**config.mk**
```make
export PLATFORM = sky130hd
export DESIGN_NAME = fifo_rd_arbiter
export DESIGN_NICKNAME = d
export VERILOG_FILES = /design/src/rtl/fifo_rd_arbiter_pkg.sv /design/src/rtl/fifo_rd_arbiter_rr_pick2.sv /design/src/rtl/fifo_rd_arbiter.sv
export SDC_FILE = /design/constraint.sdc
export NUM_CORES = 1
export LEC_CHECK = 0
export ABC_AREA = 1
export CAP_MARGIN = 10
export CELL_PAD_IN_SITES_DETAIL_PLACEMENT = 1
export CELL_PAD_IN_SITES_GLOBAL_PLACEMENT = 1
export CORE_MARGIN = 2
export CORE_UTILIZATION = 35
export DETAILED_ROUTE_END_ITERATION = 8
export HOLD_SLACK_MARGIN = 0.06
export MAX_ROUTING_LAYER = met4
export PLACE_DENSITY_LB_ADDON = 0.1
export SYNTH_ARGS = -nofsm -noshare
export SYNTH_HDL_FRONTEND = slang
export SYNTH_HIERARCHICAL = 1
export SYNTH_SLANG_ARGS = --single-unit
```
**constraint.sdc**
```tcl
create_clock -name clk -period 8.8 [get_ports clk]
set_clock_uncertainty 0.1 [all_clocks]
set_input_delay 2.64 -clock clk [delete_from_list [all_inputs] [get_ports clk]]
set_output_delay 2.64 -clock clk [all_outputs]
set_load 0.05 [all_outputs]
```
**src/rtl/fifo_rd_arbiter_pkg.sv**
```systemverilog
// Shared definitions for the dual-clock FIFO read side.
//   state_e       : read-arbiter FSM encoding (idle = 0, serve = 1)
//   PtrWDefault   : default pointer width, wrap bit included
//   BurstCntW     : width of the per-grant burst counter
//   depth_of()    : FIFO depth for a given pointer width
package fifo_rd_arbiter_pkg;

  typedef enum logic [0:0] {
    StIdle  = 1'b0,
    StServe = 1'b1
  } state_e;

  localparam int unsigned PtrWDefault = 9;
  localparam int unsigned BurstCntW   = 4;

  // The pointer carries one extra wrap bit above the address bits.
  function automatic int unsigned depth_of(input int unsigned ptr_w);
    return 32'd1 << (ptr_w - 1);
  endfunction

endpackage

```
**src/rtl/fifo_rd_arbiter_rr_pick2.sv**
```systemverilog
// Combinational two-way round-robin picker.
//   req        : request per requester
//   last_owner : index of the requester that held the previous grant
//   enable     : when low, nothing is picked
//   pick       : one-hot selected requester (zero when none)
module rr_pick2 (
  input  logic [1:0] req,
  input  logic       last_owner,
  input  logic       enable,
  output logic [1:0] pick
);

  always_comb begin
    pick = 2'b00;
    if (enable) begin
      case (req)
        2'b01:   pick = 2'b01;
        2'b10:   pick = 2'b10;
        // Contention goes to whoever did not own the port last.
        2'b11:   pick = last_owner ? 2'b01 : 2'b10;
        default: pick = 2'b00;
      endcase
    end
  end

endmodule

```
**src/rtl/fifo_rd_arbiter.sv**
```systemverilog
// Read-side controller of the dual-clock FIFO, read clock domain only.
// Computes fill level / empty from the synchronized write pointer, owns the
// read pointer, and shares the single memory read port between two
// requesters with round-robin grants of at most MAX_BURST reads each.
//   clk, rst    : read clock, synchronous active-high reset
//   wr_ptr_sync : binary write pointer already brought into this domain
//   req         : level-sensitive read requests
//   gnt         : registered one-hot owner
//   rd_en       : memory read strobe, rd_addr its address
//   rd_ptr      : registered binary read pointer (back to the synchronizer)
//   valid       : per-requester data valid, one cycle after rd_en
//   empty/level : fill state; ptr_err sticky flag for level > depth
module fifo_rd_arbiter
  import fifo_rd_arbiter_pkg::*;
#(
  parameter int unsigned PTR_W     = PtrWDefault,
  parameter int unsigned MAX_BURST = 4
) (
  input  logic             clk,
  input  logic             rst,
  input  logic [PTR_W-1:0] wr_ptr_sync,
  input  logic [1:0]       req,
  output logic [1:0]       gnt,
  output logic             rd_en,
  output logic [PTR_W-2:0] rd_addr,
  output logic [PTR_W-1:0] rd_ptr,
  output logic [1:0]       valid,
  output logic             empty,
  output logic [PTR_W-1:0] level,
  output logic             ptr_err
);

  localparam logic [PTR_W-1:0]     DepthVal  = PTR_W'(depth_of(PTR_W));
  localparam logic [BurstCntW-1:0] MaxBurstV = BurstCntW'(MAX_BURST);

  state_e               state_q, state_d;
  logic [1:0]           gnt_q, gnt_d;
  logic [PTR_W-1:0]     rd_ptr_q, rd_ptr_d;
  logic [BurstCntW-1:0] burst_q, burst_d, burst_inc;
  logic                 last_q, last_d;
  logic [1:0]           valid_q;
  logic                 ptr_err_q;
  logic                 over, blocked, owner, rd_go;
  logic [1:0]           pick;

  // Modulo subtraction makes wrap of either pointer transparent.
  assign level     = wr_ptr_sync - rd_ptr_q;
  assign empty     = (level == '0);
  assign over      = (level > DepthVal);
  // A corrupt pointer distance is treated like an empty FIFO.
  assign blocked   = empty | over;
  assign owner     = gnt_q[1];
  assign burst_inc = burst_q + 1'b1;

  rr_pick2 u_pick (
    .req        (req),
    .last_owner (last_q),
    .enable     ((state_q == StIdle) & ~blocked),
    .pick       (pick)
  );

  always_comb begin
    state_d  = state_q;
    gnt_d    = gnt_q;
    rd_ptr_d = rd_ptr_q;
    burst_d  = burst_q;
    last_d   = last_q;
    rd_go    = 1'b0;
    case (state_q)
      StIdle: begin
        gnt_d = 2'b00;
        if (pick != 2'b00) begin
          gnt_d   = pick;
          burst_d = '0;
          state_d = StServe;
        end
      end
      StServe: begin
        rd_go = req[owner] & ~blocked & ~rst;
        if (rd_go) begin
          rd_ptr_d = rd_ptr_q + 1'b1;
          burst_d  = burst_inc;
        end
        if (~req[owner] | blocked | (rd_go & (burst_inc == MaxBurstV))) begin
          state_d = StIdle;
          gnt_d   = 2'b00;
          last_d  = owner;
        end
      end
      default: state_d = StIdle;
    endcase
  end

  always_ff @(posedge clk) begin
    if (rst) begin
      state_q   <= StIdle;
      gnt_q     <= 2'b00;
      rd_ptr_q  <= '0;
      burst_q   <= '0;
      last_q    <= 1'b1;
      valid_q   <= 2'b00;
      ptr_err_q <= 1'b0;
    end else begin
      state_q   <= state_d;
      gnt_q     <= gnt_d;
      rd_ptr_q  <= rd_ptr_d;
      burst_q   <= burst_d;
      last_q    <= last_d;
      valid_q   <= {2{rd_go}} & gnt_q;
      ptr_err_q <= ptr_err_q | over;
    end
  end

  assign gnt     = gnt_q;
  assign rd_en   = rd_go;
  assign rd_addr = rd_ptr_q[PTR_W-2:0];
  assign rd_ptr  = rd_ptr_q;
  assign valid   = valid_q;
  assign ptr_err = ptr_err_q;

endmodule

```
==> results of run 1 <==
[final cells by class]
class,count,area share
clock buffers,4,0.0271
well taps,52,0.0320
repair buffers,45,0.220
multi-input cells,162,0.442
inverters,44,0.0819
flip-flops and latches,20,0.197
[power breakdown]
group / internal (uW) / leakage [uW] / switching [uW] / total [uW]
Combinational: 24.4 / 0.000735 / 44.4 / 68.8
Sequential: 92.5 / 0.000162 / 2.25 / 94.8
Clock: 39.8 / 0.0000288 / 30.7 / 70.6
Total: 157 / 0.000926 / 77.4 / 234
[routing by layer]
metal	global-route usage	up-vias	share of wire
li1	-	811	-
met1	0.202	706	0.45
met2	0.301	17	0.52
met3	0.0188	5	0.019
met4	0.0449	0	0.011
met5	-	-	0
[per-stage QoR]
stage | instance area (um^2) | hold WS, ns
5_1_grt | 2030 | 0.382
3_3_place_gp | 1980 | 0.346
3_5_place_dp | 1980 | 0.355
4_1_cts | 2030 | 0.368
6_report | 2030 | 0.360
2_1_floorplan | 1550 | 0.350
[state kept, by name, summed over array words and instances (netlist names)]
signal,cells
valid,2
burst_q,4
rd_ptr,9
ptr_err,1
gnt,2
state_q,1
last_q,1
[cell families after synthesis]
logic type / count (synthesis) / synth area share
compound gates: 25 / 0.0825
xor+xnor: 8 / 0.0453
fa+ha+maj: 13 / 0.110
buf+inv: 55 / 0.161
flops: 20 / 0.259
simple gates: 116 / 0.342
[synth_stat cells]
| cell | number | share of area |
|---|---|---|
| nand2_1 | 57 | 0.14 |
| inv_1 | 38 | 0.092 |
| dfxtp_1 | 20 | 0.26 |
| nor2_1 | 19 | 0.046 |
| a21oi_1 | 18 | 0.058 |
| nand3_1 | 18 | 0.058 |
| ha_1 | 12 | 0.097 |
| buf_4 | 9 | 0.044 |
| inv_2 | 5 | 0.012 |
| nand4_1 | 5 | 0.020 |
| nor2_2 | 5 | 0.020 |
| o21ai_1 | 5 | 0.016 |
| xor2_1 | 5 | 0.028 |
| nand2_2 | 4 | 0.016 |
| xnor2_1 | 3 | 0.017 |
| nor3_1 | 2 | 0.0065 |
| and3_1 | 1 | 0.0040 |
| buf_6 | 1 | 0.0073 |
| clkbuf_1 | 1 | 0.0024 |
| clkinv_2 | 1 | 0.0032 |
| fa_1 | 1 | 0.013 |
| nand2_4 | 1 | 0.0073 |
| nand3_2 | 1 | 0.0065 |
| nand3b_1 | 1 | 0.0049 |
| nor2_4 | 1 | 0.0073 |
| nor3_2 | 1 | 0.0065 |
| o21a_1 | 1 | 0.0049 |
| o21ai_0 | 1 | 0.0032 |
[worst register-to-register path, stage by stage (launching register included)]
cell     delay [ns]
dfxtp_1        0.43
inv_1          0.12
ha_1           0.38
a21oi_1        0.22
nand2_1        0.11
nand2_1        0.09
nand3_1        0.09
nor2_2         0.11
nand3_1        0.09
nor2_2         0.09
ha_1           0.25
inv_1          0.08
nor2_1         0.05
nand2_1        0.07
a21oi_1        0.05
o21ai_1        0.34
nand2_1        0.17
nand3_1        0.11
a21oi_1        0.06
[layout by cell type, fill, tap and decap left out]
cell and instances:
nand2_1 57, clkdlybuf4s50_1 44, inv_1 38, dfxtp_1 20
nor2_1 19, a21oi_1 18, nand3_1 18, ha_1 12
inv_2 5, nor2_2 5, nand4_1 5, o21ai_1 5
xor2_1 5, nand2_2 4, clkbuf_8 4, xnor2_1 3
nor3_1 2, nand3_2 1, o21a_1 1, nand3b_1 1
nor2_4 1, nand2_4 1, clkinv_2 1, o21ai_0 1
nor3_2 1, and3_1 1, fa_1 1, buf_4 1
[final timing paths]
kind                              to  cells after the start
max reg2reg  burst_q[2]$_SDFFE_PP0P_                     18
min              valid[0]$_SDFF_PP0_                      2
min reg2reg      valid[0]$_SDFF_PP0_                      2
max                            rd_en                     16
==> flow_summary_export.csv, run 1 <==
group,metric,value,unit
clock_tree,clk_pin_slew,0.08,ns
worst_setup_path,end_kind,"output port",
yosys,avgSynthCellArea,6.53,um^2
final_layout,seq_area,400,um^2
sta,relSlewSlack,0.577,
pwr,irDropWorstVdd,0.0000916,V
run_status,status,"completed",
yosys,yosysUniqueCellTypes,28,
detailed_routing,drc_errors,0,
yosys,synth_area,1550,um^2
worst_setup_path,arrival,5.41,ns
worst_setup_path,critPathKind,"input port to output port",
global_routing,first_global_vias,1534,
placed_design,hpwl,3230,um
worst_setup_path,cp_slowest_cell,"fa_1",
final_layout,final_util,0.473,
sta,finalCriticalPeriod,8.15,ns
sta,fmax,0.123,GHz
sta,setup_viol,0,
pwr,power.density,115,nW/um^2
clock_tree,ctsHoldBuffers,0,
worst_setup_path,crit_required,6.06,ns
detailed_routing,routed_via_density,4.71,
final_layout,fill_cells,579,
sta,fin_setup_tns,0,ns
sta,worst_pin_slew,0.633,ns
min_path,hold_path.class,"flop to flop",
final_layout,multi_input_area,897,um^2
worst_setup_path,cp-startpoint,"wr_ptr_sync[0]",
final_layout,nNetsFinal,302,
worst_setup_path,reg2reg_slack,5.67,ns
run,drv_cap,0,
clock_tree,clockBufferDepth,2,
worst_setup_path,cp-start-kind,"input port",
placed_design,io_buffers,45,
detailed_routing,detail-route-antenna-nets,0,
die,die_w,70.5,um
final_layout,area_growth,31.4,%
detailed_routing,vias,1539,
worst_setup_path,crit_family,"adder cells",
clock_tree,clk_latency,0.26,ns
global_routing,antenna_found_initial,0,
placed_design,gp_congestion,0.756,
sta,drv_slew,0,
yosys,syn_inst,237,
clock_tree,htreeDepth,1,
worst_setup_path,cp_common_cell,"nor2_2",
clock_tree,ctsRootBufferMaster,"clkbuf_8",
clock_tree,cts_setup_buffers,0,
yosys,synth-seq-cells,20,
worst_setup_path,crit_fanout,18,
pwr,total_power,234,uW
die,core,4290,um^2
clock_tree,cts_buffers,3,
placed_design,preCtsSetupSlack,0.594,ns
clock_tree,cts_tree,"yes",
sta,fin_ws,0.650,ns
sta,grt_setup_unrepaired,"false",
global_routing,overflow,0,
die,initial_core_util,0.360,
pwr,power_leakage,0.000926,uW
global_routing,grt_pass1_wl,6670,um
clock_tree,cts.sinks,20,
detailed_routing,routedWlPerCell,11.9,um
sta,fin_crit_sh,0.926,
final_layout,layout-drive-gt1-share,0.0873,
worst_setup_path,cp_num_buf_inv,4,
placed_design,place.detailed.instances,323,
final_layout,fin_cells,327,
yosys,yosys_warnings,6,
global_routing,grtUsageTotal,0.169,
detailed_routing,routed_wl,3880,um
yosys,yosysSeqAreaShare,0.259,
yosys,synth_fp_nets,263,
worst_setup_path,slowest_delay,0.52,ns
worst_setup_path,path_cells,"clkdlybuf4s50_1, inv_1, ha_1, fa_1, nand2_1, nor2_1, nand3_1, nor2_2, nand3_1, nor2_2, ha_1, o21ai_1, nor2_2, nand2_4, clkinv_2, buf_4",
worst_setup_path,r2r-start,"rd_ptr[2]$_SDFFE_PP0N_",
die,io_pins,46,
min_path,min-delay-start,"gnt[0]$_SDFFE_PP0P_",
die,num_rows,24,
die,die_y,70.5,um
sta,hold_violations,0,
die,dieArea,4970,um^2
detailed_routing,dr.first_iter.drc_count,22,
detailed_routing,drtPass1Iterations,4,
final_layout,antenna_cells,0,
global_routing,grt_max_degree,19,
clock_tree,cts_resized,0,
Power figures use the tool's default switching activity.
==> inputs of run 2 (changes only) <==
--- a/config.mk
+++ b/config.mk
@@ -9,7 +9,7 @@
 export CAP_MARGIN = 10
 export CELL_PAD_IN_SITES_DETAIL_PLACEMENT = 1
 export CELL_PAD_IN_SITES_GLOBAL_PLACEMENT = 1
-export CORE_MARGIN = 2
+export CORE_MARGIN = 5
 export CORE_UTILIZATION = 35
 export DETAILED_ROUTE_END_ITERATION = 8
 export HOLD_SLACK_MARGIN = 0.06
==> flow_summary_export.csv, run 2 (same netlist as run 1, synthesis figures left out) <==
group,metric,value,unit
run_status,status,"completed",
worst_setup_path,end_kind,"output port",
run,drv_cap,0,
worst_setup_path,cp_slowest_cell,"fa_1",
clock_tree,cts_buffers,3,
clock_tree,cts_setup_buffers,0,
die,num_rows,24,
worst_setup_path,crit_required,6.06,ns
die,core,4320,um^2
clock_tree,cts.sinks,20,
sta,fmax,0.124,GHz
final_layout,multi_input_area,897,um^2
die,initial_core_util,0.358,
final_layout,layout-drive-gt1-share,0.0873,
detailed_routing,vias,1531,
clock_tree,htreeDepth,1,
sta,relSlewSlack,0.659,
clock_tree,clk_pin_slew,0.07,ns
global_routing,grt_max_degree,19,
detailed_routing,dr.first_iter.drc_count,37,
worst_setup_path,arrival,5.35,ns
worst_setup_path,cp-start-kind,"input port",
sta,hold_violations,0,
detailed_routing,drtPass1Iterations,4,
final_layout,seq_area,400,um^2
global_routing,grt_use_met3,0.0201,
global_routing,top_usage_layer,"met2",
placed_design,io_buffers,45,
pwr,power_leakage,0.000923,uW
worst_setup_path,cp_num_buf_inv,4,
pwr,irDropWorstVdd,0.0000823,V
sta,whs,0.357,ns
clock_tree,clockBufferDepth,2,
detailed_routing,routedWlPerCell,12.4,um
clock_tree,cts_resized,0,
die,die_w,76.5,um
detailed_routing,drc_errors,0,
sta,grt_setup_unrepaired,"false",
placed_design,hpwl,3390,um
clock_tree,ctsRootBufferMaster,"clkbuf_8",
die,die_y,76.5,um
sta,setup_viol,0,
final_layout,fill_cells,585,
detailed_routing,routed_via_density,4.68,
sta,finalCriticalPeriod,8.09,ns
placed_design,gp_congestion,0.804,
clock_tree,cts_tree,"yes",
pwr,total_power,223,uW
pwr,power.density,110,nW/um^2
clock_tree,clk_latency,0.25,ns
die,io_pins,46,
final_layout,area_growth,31.0,%
worst_setup_path,cp_common_cell,"nor2_2",
global_routing,first_global_vias,1551,
worst_setup_path,crit_family,"adder cells",
global_routing,use_met1,0.182,
worst_setup_path,critPathKind,"input port to output port",
worst_setup_path,path_cells,"clkdlybuf4s50_1, inv_1, ha_1, fa_1, nand2_1, nor2_1, nand3_1, nor2_2, nand3_1, nor2_2, ha_1, o21ai_1, nor2_2, nand2_4, clkinv_2, buf_4",
detailed_routing,routed_wl,4060,um
final_layout,final_cell_mix,"57 x nand2_1, 44 x clkdlybuf4s50_1, 38 x inv_1, 20 x dfxtp_1, 19 x nor2_1",
worst_setup_path,slowest_delay,0.50,ns
global_routing,grt_pass1_wl,7040,um
final_layout,mostFrequentLayoutCell,"nand2_1",
sta,drv_slew,0,
clock_tree,ctsHoldBuffers,0,
global_routing,antenna_found_initial,0,
global_routing,overflow,0,
global_routing,use_met2,0.247,
final_layout,nNetsFinal,303,
global_routing,grtUsageTotal,0.146,
sta,fin_crit_sh,0.919,
worst_setup_path,crit_fanout,18,
min_path,hold_path.class,"flop to flop",
final_layout,largest_reg_flops,9,
sta,fin_setup_tns,0,ns
die,dieArea,5850,um^2
detailed_routing,detail-route-antenna-nets,0,
final_layout,antenna_cells,0,
sta,worst_pin_slew,0.509,ns
## run 2: changes by cell type in the layout (fill, tap and decap cells not counted)
| cell | previous run | this run |
|---|---|---|
| clkbuf_8 | 4 | 3 |
| buf_4 | 1 | 2 |
## run 2: stage by stage
step / setup slack [ns] / instances / util / area [um^2]
2_1_floorplan: 1.31 / 237 / - / 1550
5_1_grt: 0.447 / 327 / 0.468 / 2030
3_3_place_gp: 0.714 / 324 / 0.459 / 1980
6_report: 0.709 / 327 / 0.468 / 2030
3_5_place_dp: 0.670 / 324 / 0.459 / 1980
4_1_cts: 0.674 / 327 / 0.468 / 2030
## run 2: final cells by class
type | instances | area share
flip-flops and latches | 20 | 0.198
inverters | 44 | 0.0821
well taps | 52 | 0.0321
multi-input cells | 162 | 0.443
repair buffers | 46 | 0.225
clock buffers | 3 | 0.0204
## run 2: final timing paths
check | start | to | slack, ns | cells past startpoint
min | gnt[0]$_SDFFE_PP0P_ | valid[0]$_SDFF_PP0_ | 0.36 | 2
max reg2reg | rd_ptr[2]$_SDFFE_PP0N_ | burst_q[2]$_SDFFE_PP0P_ | 5.74 | 18
min reg2reg | gnt[0]$_SDFFE_PP0P_ | valid[0]$_SDFF_PP0_ | 0.36 | 2
max | wr_ptr_sync[0] | rd_en | 0.71 | 16
## run 2: where the power goes
group | switching (uW) | total, uW | internal (uW)
Combinational | 44.6 | 69.2 | 24.6
Clock | 28.2 | 58.7 | 30.5
Sequential | 2.07 | 94.7 | 92.6
## run 2: routing by layer
layer	vias up	share of wire	wire length (um)
met1	696	0.47	1920
met3	4	0.028	112
met5	-	0	0
li1	812	-	-
met4	0	0.0098	40
met2	19	0.49	1990
## run 2: worst reg2reg max path, delay by kind of cell, from the launching register on
family	cells	cell delay (ns)
and+or+nand+nor	10	0.99
AOI/OAI and AO/OA	4	0.66
adders and majority gates	2	0.60
DFF	1	0.42
buffers and inverters	2	0.17
==> inputs of run 3 (changes only) <==
--- a/config.mk
+++ b/config.mk
@@ -11,10 +11,12 @@
 export CELL_PAD_IN_SITES_GLOBAL_PLACEMENT = 1
 export CORE_MARGIN = 5
 export CORE_UTILIZATION = 35
+export CTS_CLUSTER_SIZE = 24
 export DETAILED_ROUTE_END_ITERATION = 8
 export HOLD_SLACK_MARGIN = 0.06
 export MAX_ROUTING_LAYER = met4
 export PLACE_DENSITY_LB_ADDON = 0.1
+export REMOVE_ABC_BUFFERS = 1
 export SYNTH_ARGS = -nofsm -noshare
 export SYNTH_HDL_FRONTEND = slang
 export SYNTH_HIERARCHICAL = 1
==> flow_summary_export.csv, run 3 (same netlist as run 1, synthesis figures left out) <==
group,metric,value,unit
run_status,status,"completed",
final_layout,layout-drive-gt1-share,0.0839,
sta,grt_setup_unrepaired,"false",
sta,fin_setup_tns,0,ns
clock_tree,ctsHoldBuffers,0,
clock_tree,cts_resized,0,
sta,finalCriticalPeriod,8.13,ns
sta,fin_crit_sh,0.924,
detailed_routing,dr.first_iter.drc_count,21,
die,core,4320,um^2
run,drv_cap,0,
final_layout,nNetsFinal,302,
die,die_y,76.5,um
clock_tree,htreeDepth,1,
final_layout,fin_cells,326,
placed_design,gp_congestion,0.796,
detailed_routing,drc_errors,0,
detailed_routing,drtPass1Iterations,6,
clock_tree,cts_setup_buffers,0,
worst_setup_path,critPathKind,"input port to output port",
worst_setup_path,r2r-start,"rd_ptr[2]$_SDFFE_PP0N_",
sta,drv_slew,0,
detailed_routing,detail-route-antenna-nets,0,
clock_tree,cts_buffers,3,
min_path,min-delay-start,"gnt[0]$_SDFFE_PP0P_",
final_layout,fill_cells,587,
worst_setup_path,reg2reg_slack,5.62,ns
global_routing,grtUsageTotal,0.146,
global_routing,overflow,0,
worst_setup_path,arrival,5.39,ns
die,initial_core_util,0.358,
pwr,irDropWorstVdd,0.0000747,V
clock_tree,clk_latency,0.25,ns
sta,worst_pin_slew,0.692,ns
pwr,power.density,110,nW/um^2
sta,fmax,0.123,GHz
placed_design,io_buffers,45,
clock_tree,cts.sinks,20,
final_layout,final_cell_mix,"57 x nand2_1, 44 x clkdlybuf4s50_1, 38 x inv_1, 20 x dfxtp_1, 19 x nor2_1",
min_path,hold_path.class,"flop to flop",
global_routing,grt_pass1_wl,7080,um
pwr,power_leakage,0.000918,uW
sta,relSlewSlack,0.537,
worst_setup_path,r2r-end,"burst_q[3]$_SDFFE_PP0P_",
placed_design,place.detailed.instances,323,
worst_setup_path,r2r_cells,18,
final_layout,area_growth,30.5,%
clock_tree,cts_tree,"yes",
clock_tree,ctsRootBufferMaster,"clkbuf_8",
die,io_pins,46,
worst_setup_path,crit_fanout,18,
final_layout,largest_reg_flops,9,
sta,setup_viol,0,
final_layout,antenna_cells,0,
placed_design,hpwl,3320,um
die,dieArea,5850,um^2
detailed_routing,vias,1527,
detailed_routing,routed_via_density,4.68,
worst_setup_path,end_kind,"output port",
die,die_w,76.5,um
global_routing,grt_max_degree,19,
global_routing,first_global_vias,1588,
detailed_routing,routed_wl,3990,um
sta,hold_violations,0,
worst_setup_path,cp-start-kind,"input port",
min_path,whs_path_depth,2,
worst_setup_path,crit_required,6.06,ns
detailed_routing,routedWlPerCell,12.2,um
final_layout,mostFrequentLayoutCell,"nand2_1",
min_path,worst_hold_path.endpoint,"valid[0]$_SDFF_PP0_",
clock_tree,clk_pin_slew,0.07,ns
die,num_rows,24,
clock_tree,clockBufferDepth,2,
sta,whs,0.356,ns
global_routing,antenna_found_initial,0,
## run 3: routing by layer
| metal | wire length, um | GRT usage | up-vias |
|---|---|---|---|
| li1 | - | - | 813 |
| met1 | 1890 | 0.172 | 696 |
| met2 | 2000 | 0.262 | 16 |
| met3 | 82 | 0.0177 | 2 |
| met4 | 21 | 0.0367 | 0 |
| met5 | 0 | - | - |
## run 3: power by group
group,leakage [uW],switching [uW],internal (uW),total (uW)
combinational,0.000735,44.8,24.3,69.1
clock,0.0000216,28.4,30.4,58.8
sequential,0.000162,2.13,92.6,94.7
## run 3: worst max-delay path, stage by stage
cell	delay, ns
clkdlybuf4s50_1	0.45
inv_1	0.04
ha_1	0.21
fa_1	0.50
nand2_1	0.06
nor2_1	0.09
nand3_1	0.12
nor2_2	0.12
nand3_1	0.09
nor2_2	0.08
ha_1	0.24
o21ai_1	0.11
nor2_2	0.08
nand2_4	0.19
clkinv_2	0.16
buf_4	0.22
## run 3: stage by stage
stage | power, uW | util | cell area, um^2 | setup slack (ns)
after detailed placement | 167 | 0.457 | 1980 | 0.641
after global placement | 166 | 0.457 | 1980 | 0.707
final | 223 | 0.467 | 2020 | 0.670
after global routing | 238 | 0.467 | 2020 | 0.446
after CTS | 226 | 0.467 | 2020 | 0.637
after floorplan | 142 | - | 1460 | 1.26
## run 3: worst max path at each step
stage	slack, ns	to	from	depth (start not counted)
3_5_place_dp	0.64	rd_en	wr_ptr_sync[0]	16
4_1_cts	0.64	rd_en	wr_ptr_sync[0]	16
5_1_grt	0.45	rd_en	wr_ptr_sync[0]	16
6_report	0.67	rd_en	wr_ptr_sync[0]	16
2_1_floorplan	1.26	rd_en	wr_ptr_sync[0]	16
3_3_place_gp	0.71	rd_en	wr_ptr_sync[0]	16
## run 3: cell type report
| cell class | instances | area, um^2 | share of cell area |
|---|---|---|---|
| clock buffer | 3 | 41.3 | 0.0205 |
| inverter | 44 | 166 | 0.0825 |
| multi-input combinational | 162 | 897 | 0.445 |
| sequential | 20 | 400 | 0.198 |
| tap | 52 | 65.1 | 0.0322 |
| timing repair buffer | 45 | 448 | 0.222 |
